<file path="config.mk">
export PLATFORM = sky130hd
export DESIGN_NAME = led_sequencer
export DESIGN_NICKNAME = d
export VERILOG_FILES = /design/src/rtl/led_sequencer.sv
export SDC_FILE = /design/constraint.sdc
export NUM_CORES = 1
export LEC_CHECK = 0
export BUFFER_PORTS_ARGS = -buffer_cell sky130_fd_sc_hd__clkbuf_2
export CORE_MARGIN = 2
export CORE_UTILIZATION = 36
export DETAILED_ROUTE_END_ITERATION = 6
export GPL_TIMING_DRIVEN = 0
export SKIP_LAST_GASP = 1
export SLEW_MARGIN = 20
export SYNTH_ARGS = -nofsm -noshare
export SYNTH_HDL_FRONTEND = slang
export SYNTH_SLANG_ARGS = --single-unit
export TNS_END_PERCENT = 100
</file>
<file path="constraint.sdc">
create_clock -name CLK -period 1.85 [get_ports CLK]
set_input_delay 0.37 -clock CLK [delete_from_list [all_inputs] [get_ports CLK]]
set_output_delay 0.37 -clock CLK [all_outputs]
set_load 0.005 [all_outputs]
</file>
<file path="src/rtl/led_sequencer.sv">
// LED bank sequencer: prescaled pattern stepping with a 4-phase req/ack mode-change handshake.
// Optional brightness gating is compiled in with `define LED_PWM_EN (adds the BRIGHT port).
module led_sequencer #(
  parameter int CLK_HZ  = 12000000,
  parameter int STEP_HZ = 8,
  parameter int N_LEDS  = 8
) (
  input  logic              CLK,
  input  logic              RST,
  input  logic              MODE_REQ,
  input  logic [1:0]        MODE_SEL,
  output logic              MODE_ACK,
  input  logic              PAUSE,
  output logic [1:0]        MODE,
  output logic              STEP,
`ifdef LED_PWM_EN
  input  logic [2:0]        BRIGHT,
`endif
  output logic [N_LEDS-1:0] LED
);

  localparam int DIV = CLK_HZ / STEP_HZ;
  localparam int CW  = (DIV > 1) ? $clog2(DIV) : 1;

  localparam logic [1:0] M_OFF   = 2'd0;
  localparam logic [1:0] M_BLINK = 2'd1;
  localparam logic [1:0] M_SCAN  = 2'd2;
  localparam logic [1:0] M_COUNT = 2'd3;

  generate
    if (DIV < 2) begin : g_bad_div
      $error("led_sequencer: CLK_HZ/STEP_HZ must be >= 2");
    end
    if (N_LEDS < 2) begin : g_bad_width
      $error("led_sequencer: N_LEDS must be >= 2");
    end
  endgenerate

  typedef enum logic [1:0] {
    S_IDLE = 2'd0,
    S_PEND = 2'd1,
    S_ACK  = 2'd2
  } hs_state_t;

  hs_state_t         state_q, state_d;
  logic [CW-1:0]     cnt_q, cnt_d;
  logic [1:0]        pend_q, pend_d;
  logic [1:0]        mode_q, mode_d;
  logic [N_LEDS-1:0] pat_q, pat_d;
  logic              dir_up_q, dir_up_d;
  logic              ack_q, ack_d;
  logic              step_q, step_d;
  logic              tick;
  logic              load;

  // Prescaler: holds while paused, so a paused sequencer never ticks.
  always_comb begin
    tick  = 1'b0;
    cnt_d = cnt_q;
    if (!PAUSE) begin
      if (cnt_q == CW'(DIV - 1)) begin
        tick  = 1'b1;
        cnt_d = '0;
      end else begin
        cnt_d = cnt_q + 1'b1;
      end
    end
  end

  always_comb begin
    state_d  = state_q;
    pend_d   = pend_q;
    ack_d    = ack_q;
    mode_d   = mode_q;
    pat_d    = pat_q;
    dir_up_d = dir_up_q;
    step_d   = tick;
    load     = 1'b0;

    case (state_q)
      S_IDLE: begin
        if (MODE_REQ) begin
          pend_d  = MODE_SEL;
          state_d = S_PEND;
        end
      end
      S_PEND: begin
        if (tick) begin
          load    = 1'b1;
          ack_d   = 1'b1;
          state_d = S_ACK;
        end
      end
      S_ACK: begin
        if (!MODE_REQ) begin
          ack_d   = 1'b0;
          state_d = S_IDLE;
        end
      end
      default: begin
        ack_d   = 1'b0;
        state_d = S_IDLE;
      end
    endcase

    // A loading tick installs the new pattern instead of advancing the old one.
    if (load) begin
      mode_d   = pend_q;
      dir_up_d = 1'b1;
      case (pend_q)
        M_BLINK: pat_d = '1;
        M_SCAN:  pat_d = N_LEDS'(1);
        default: pat_d = '0;
      endcase
    end else if (tick) begin
      case (mode_q)
        M_OFF:   pat_d = '0;
        M_BLINK: pat_d = (pat_q == '0) ? '1 : '0;
        M_SCAN: begin
          if (dir_up_q) begin
            if (pat_q[N_LEDS-1]) begin
              pat_d    = pat_q >> 1;
              dir_up_d = 1'b0;
            end else begin
              pat_d = pat_q << 1;
            end
          end else begin
            if (pat_q[0]) begin
              pat_d    = pat_q << 1;
              dir_up_d = 1'b1;
            end else begin
              pat_d = pat_q >> 1;
            end
          end
        end
        M_COUNT: pat_d = pat_q + 1'b1;
        default: pat_d = '0;
      endcase
    end
  end

  always_ff @(posedge CLK) begin
    if (RST) begin
      state_q  <= S_IDLE;
      cnt_q    <= '0;
      pend_q   <= M_OFF;
      ack_q    <= 1'b0;
      mode_q   <= M_BLINK;
      pat_q    <= '0;
      dir_up_q <= 1'b1;
      step_q   <= 1'b0;
    end else begin
      state_q  <= state_d;
      cnt_q    <= cnt_d;
      pend_q   <= pend_d;
      ack_q    <= ack_d;
      mode_q   <= mode_d;
      pat_q    <= pat_d;
      dir_up_q <= dir_up_d;
      step_q   <= step_d;
    end
  end

  assign MODE_ACK = ack_q;
  assign MODE     = mode_q;
  assign STEP     = step_q;

`ifdef LED_PWM_EN
  logic [2:0]        pwm_q, pwm_d;
  logic [N_LEDS-1:0] led_q, led_d;

  // Duty is (BRIGHT+1)/8; the gate is registered so LED lags the pattern by one cycle.
  always_comb begin
    pwm_d = pwm_q + 3'd1;
    led_d = pat_q & {N_LEDS{pwm_q <= BRIGHT}};
  end

  always_ff @(posedge CLK) begin
    if (RST) begin
      pwm_q <= '0;
      led_q <= '0;
    end else begin
      pwm_q <= pwm_d;
      led_q <= led_d;
    end
  end

  assign LED = led_q;
`else
  assign LED = pat_q;
`endif

endmodule

</file>
# ---- Yosys cells after proc, flatten, opt, wreduce, memory -nomap -nowiden
# Index checks and enable logic that the tools add are counted.
dict set report totals {
  regBits 38
  inputBits 6
  output_inout_bits 12
  elab_cells 54
}
dict set report classes {
  addsub 2
  eq_ne 11
  n_mux 23
  n_bitwise 1
  n_reduce_logical 9
}
# operator count
set ops {}
lappend ops {{2-to-1 mux 8 bit} 6}
lappend ops {{case mux 8 bit (4 select lines)} 1}
lappend ops {{adder 21 x 1 -> 21 bit, second input constant} 1}
lappend ops {{equality test 21 bit, second input constant} 1}
lappend ops {{2-to-1 mux 21 bit} 1}
lappend ops {{case mux 8 bit (2 select lines)} 1}
lappend ops {{2-to-1 mux 1 bit} 9}
lappend ops {{adder 8 x 1 -> 8 bit, second input constant} 1}
lappend ops {{equality test 2 bit, second input constant} 4}
lappend ops {{zero test 8 bit} 1}
lappend ops {{equality test 2 x 1 -> 1 bit, second input constant} 3}
lappend ops {{2-to-1 mux 2 bit} 3}
lappend ops {{inequality test 2 bit, second input constant} 3}
lappend ops {{case mux 2 bit (3 select lines)} 1}
lappend ops {{AND reduction 3 bit} 2}
lappend ops {{zero test 2 bit} 2}
lappend ops {{AND reduction 2 bit} 2}
lappend ops {{case mux 1 bit (3 select lines)} 1}
lappend ops {{nonzero test 2 bit} 1}
lappend ops {{OR reduction 2 bit} 1}
lappend ops {{inverter 1 bit} 1}

# ---- Logic depth before layout (Yosys ltp)
dict set report depth {
  word_depth 6
  depth_mapped 8
  depth_no_buf 7
}

# ---- Worst setup path after synthesis
# No wires, ideal clock.
dict set report synth_timing {
  kind {register to register}
  from {register cnt_q[0]}
  to {register pat_q[5], in the netlist LED[5]}
  setup_time_ps 123
  t_arrival_ps 1419
  setup_slack_ps 308
  stages_incl_launch_ff 7
  path_buffers 0
  cell_sequence {dfxtp_1 > ha_1 > nand4b_4 > nor2_2 > nand3_1 > nor3_2 > a21oi_1}
}
dict set report synth_via {
  elab_chain_len 6
  elab_cells_between_ends 7
  cone_classes {eq/ne: 1; mux: 5; reduce/logical: 1}
}
# item line_no
set synth_lines {}
lappend synth_lines {{from (decl)} 46} ;# logic [CW-1:0] cnt_q, cnt_d;
lappend synth_lines {{from (signal assigned)} 154} ;# cnt_q <= cnt_d;
lappend synth_lines {{equality test 21 bit *} 61} ;# if (cnt_q == CW'(DIV - 1)) begin
lappend synth_lines {{2-to-1 mux 1 bit *} 61}
lappend synth_lines {{2-to-1 mux 1 bit *} 60} ;# if (!PAUSE) begin
lappend synth_lines {{2-to-1 mux 1 bit} 88} ;# if (tick) begin
lappend synth_lines {{2-to-1 mux 1 bit} 80} ;# case (state_q)
lappend synth_lines {{2-to-1 mux 8 bit / nonzero test 2 bit (equally long branches)} -}
lappend synth_lines {{to (signal assigned)} 158} ;# pat_q <= pat_d;
lappend synth_lines {{to (decl)} 49} ;# logic [N_LEDS-1:0] pat_q, pat_d;
# Mark *: on every way between the ends. The rest lies on a longest branch, timed or not.
# A chain may end at the register's enable or synchronous reset.

# ---- Worst setup path after layout
dict set report layout_timing {
  from {register cnt_q[0]}
  to {register pat_q[2], in the netlist LED[2]}
}
# Same word-level chain as after synthesis.

==> results.cfg <==
[run_status]
status = completed

[global_routing]
grt_use_total_pct = 15.18
grt-ovfl-total = 0
grt_max_degree = 12
grt_pass1_vias = 1642
grt_pass1_wl_um = 7638
antenna_found_initial = 0

[setup_path]
worst_ep_required_time_ns = 2.03
path_class = register to register
crit_chain = ha_1, nand4b_4, nor2_4, nand3_2, nor3_4, a21oi_1
cp_slowest_cell = dfxtp_1
regToRegSetupSlack_ns = 0.12
cp_max_fo = 5
crit_arrival_ns = 1.91
slowest_delay_ns = 0.38
cp-start-kind = register
cp-end-kind = register

[synth]
synthTopCellsByCount = dfxtp_1 (38), nor2_1 (33), a21oi_1 (18), nand2_1 (18), xor2_1 (16)
yosysMostFrequentCell = dfxtp_1
syn_nets = 255
async_flop_share_pct = 0
synth.largest_area_cell = dfxtp_1
synth_edf_count = 0
ys_seq_area_share_pct = 35.25
ys_types = 52
ys_top_cells_by_area = dfxtp_1 (35%), xor2_1 (6.5%), nor2_1 (5.7%)
synth.cell_area_um2 = 2158
synth-seq-cells = 38
yosys.area.top_type_share_pct = 35.25
yosysWarnings = 0
syn_avg_cell_area_um2 = 8.846
postSynthCellCount = 244
yosys_most_used_dff = dfxtp_1

[min_path]
hold_path_class = input pin to register

[power]
p_leak_nw = 0.9496
peakVddDrop_uv = 383.0
power.density_nw_per_um2 = 639.7

[clocking]
cts_num_sinks = 38
clockRootBuffer = clkbuf_8
cts_buffers = 5
htree_levels = 2
clk_pin_slew_ns = 0.08
cts_hold_buf = 0
cts_tree = done
insertion_delay_ns = 0.30
cts_setup_buffers = 0
cts_buffer_depth = 2

[drt]
wl_um = 4536
drc = 0
wl_met3_um = 170
ant_nets = 0
routedWlPerCell_um = 13.19
dr_wl_met2_um = 2135
drtPass1Iterations = 4
met1_length_um = 2105
routed.top_layer = met4
via_count = 1769
via_per_inst = 5.142
dr.first_iter.drc_count = 78

[timing]
fmax_ghz = 0.5778
slew_headroom_pct = 67.82
whs_ns = 0.3002
drv_slew = 0
period_needed_ns = 1.731
skew_ns = 0.005523
min_period_over_period_pct = 93.54
worst_slack_ns = 0.1194
setup_viol = 0
tightest_slew_ns = 0.4827
finalHoldViolCount = 0

[finish]
syn_to_final_growth_pct = 14.14
layout.nets = 279
fillers = 604
antenna_cells = 0
drive_gt1_share_pct = 20.07
final_area_um2 = 2464
finalNonFillerCells = 344
final_core_util_pct = 42.11

[floorplanning]
start_util_pct = 36.89
rows = 28
core_um2 = 5851
die_width_um = 81.43
die_h_um = 81.43
ios = 18
dieArea_um2 = 6631

[placed_design]
placedCellCount = 336
dpl.hpwl_um = 3203
io_buffers = 17
place_congestion = 0.8304
placedInstanceArea_um2 = 2337
place_ws_ns = -0.006125

[run]
drv_cap = 0
[worst max-delay path, delay by kind of cell (launching register included)]
kind	cells	cell delay (ns)
flops	1	0.38
fa+ha+maj	1	0.23
simple gates	4	0.91
compound gates	1	0.10
[cells in the final DEF, fill, tap and decap left out, drive strengths merged, types with 2 or more instances in the layout]
cell and n:
a2111oi 2, a211oi 2, a21oi 18, a311oi 2, and3 8, buf 7, clkbuf 28, dfxtp 38
ha 5, inv 6, mux2 3, mux2i 3, nand2 18, nand2b 2, nand3 13, nand4 7
nand4b 3, nor2 34, nor2b 5, nor3 8, nor4 3, o21ai 12, or2 2, xnor2 10
xor2 16
[logic make-up after synthesis]
logic type / count (synthesis) / share of synthesized area [%]
and+or+nand+nor: 108 / 30.03
AOI/OAI and AO/OA: 45 / 13.91
DFF: 38 / 35.25
xor gates and xnor gates: 26 / 10.55
buffers and inverters: 16 / 4.232
muxes: 6 / 3.130
adders and majority gates: 5 / 2.899
[final timing paths]
kind	startpoint	cells past startpoint	endpoint
worst max-delay path	cnt_q[0]$_SDFFE_PP0N_	6	LED[2]$_SDFFE_PP0P_
worst min-delay path	MODE_SEL[1]	3	pend_q[1]$_SDFFE_PP0P_
worst min register to register	MODE_ACK$_SDFFE_PP0P_	2	MODE_ACK$_SDFFE_PP0P_
worst max register to register	cnt_q[0]$_SDFFE_PP0N_	6	LED[2]$_SDFFE_PP0P_
[per-stage QoR]
stage	setup TNS, ns	power [mW]
final	0	1.576
after global placement	0	0.9220
after global routing	-0.00005174	1.646
after detailed placement	-0.01273	0.9222
after CTS	0	1.604
after floorplan	0	0.9007
[cell type report]
class	count	area, um^2	area share, %
Multi-Input combinational cell	190	1323	53.68
Sequential cell	38	760.7	30.88
Clock buffer	8	110.1	4.469
Tap cell	75	93.84	3.809
Timing Repair Buffer	17	85.08	3.454
Buffer	10	68.82	2.793
Inverter	6	22.52	0.9142
[registers in the layout (all words and copies together), names as in the netlist]
signal	count
LED	8
MODE	2
MODE_ACK	1
STEP	1
cnt_q	21
dir_up_q	1
pend_q	2
state_q	2
[layer usage]
| metal | vias to the layer above | track usage (%) |
|---|---|---|
| met5 | - | 0 |
| met4 | 0 | 7.288 |
| met3 | 8 | 4.725 |
| met2 | 33 | 24.10 |
| met1 | 819 | 18.64 |
| li1 | 909 | - |
[power breakdown]
| group | total [mW] | switching (mW) | leakage (nW) | internal [mW] |
|---|---|---|---|---|
| combinational | 0.0690 | 0.0433 | 0.585 | 0.0257 |
| clock | 0.672 | 0.296 | 0.0575 | 0.376 |
| sequential | 0.835 | 0.00794 | 0.307 | 0.827 |
[what timing repair did]
| action | 4_1_cts | 5_1_grt |
|---|---|---|
| setup endpoints to repair | 3 | 6 |
| hold endpoints to repair | 0 | 0 |
| resized for setup | 1 | 2 |
Note: power is estimated with default switching activity, not from simulation.
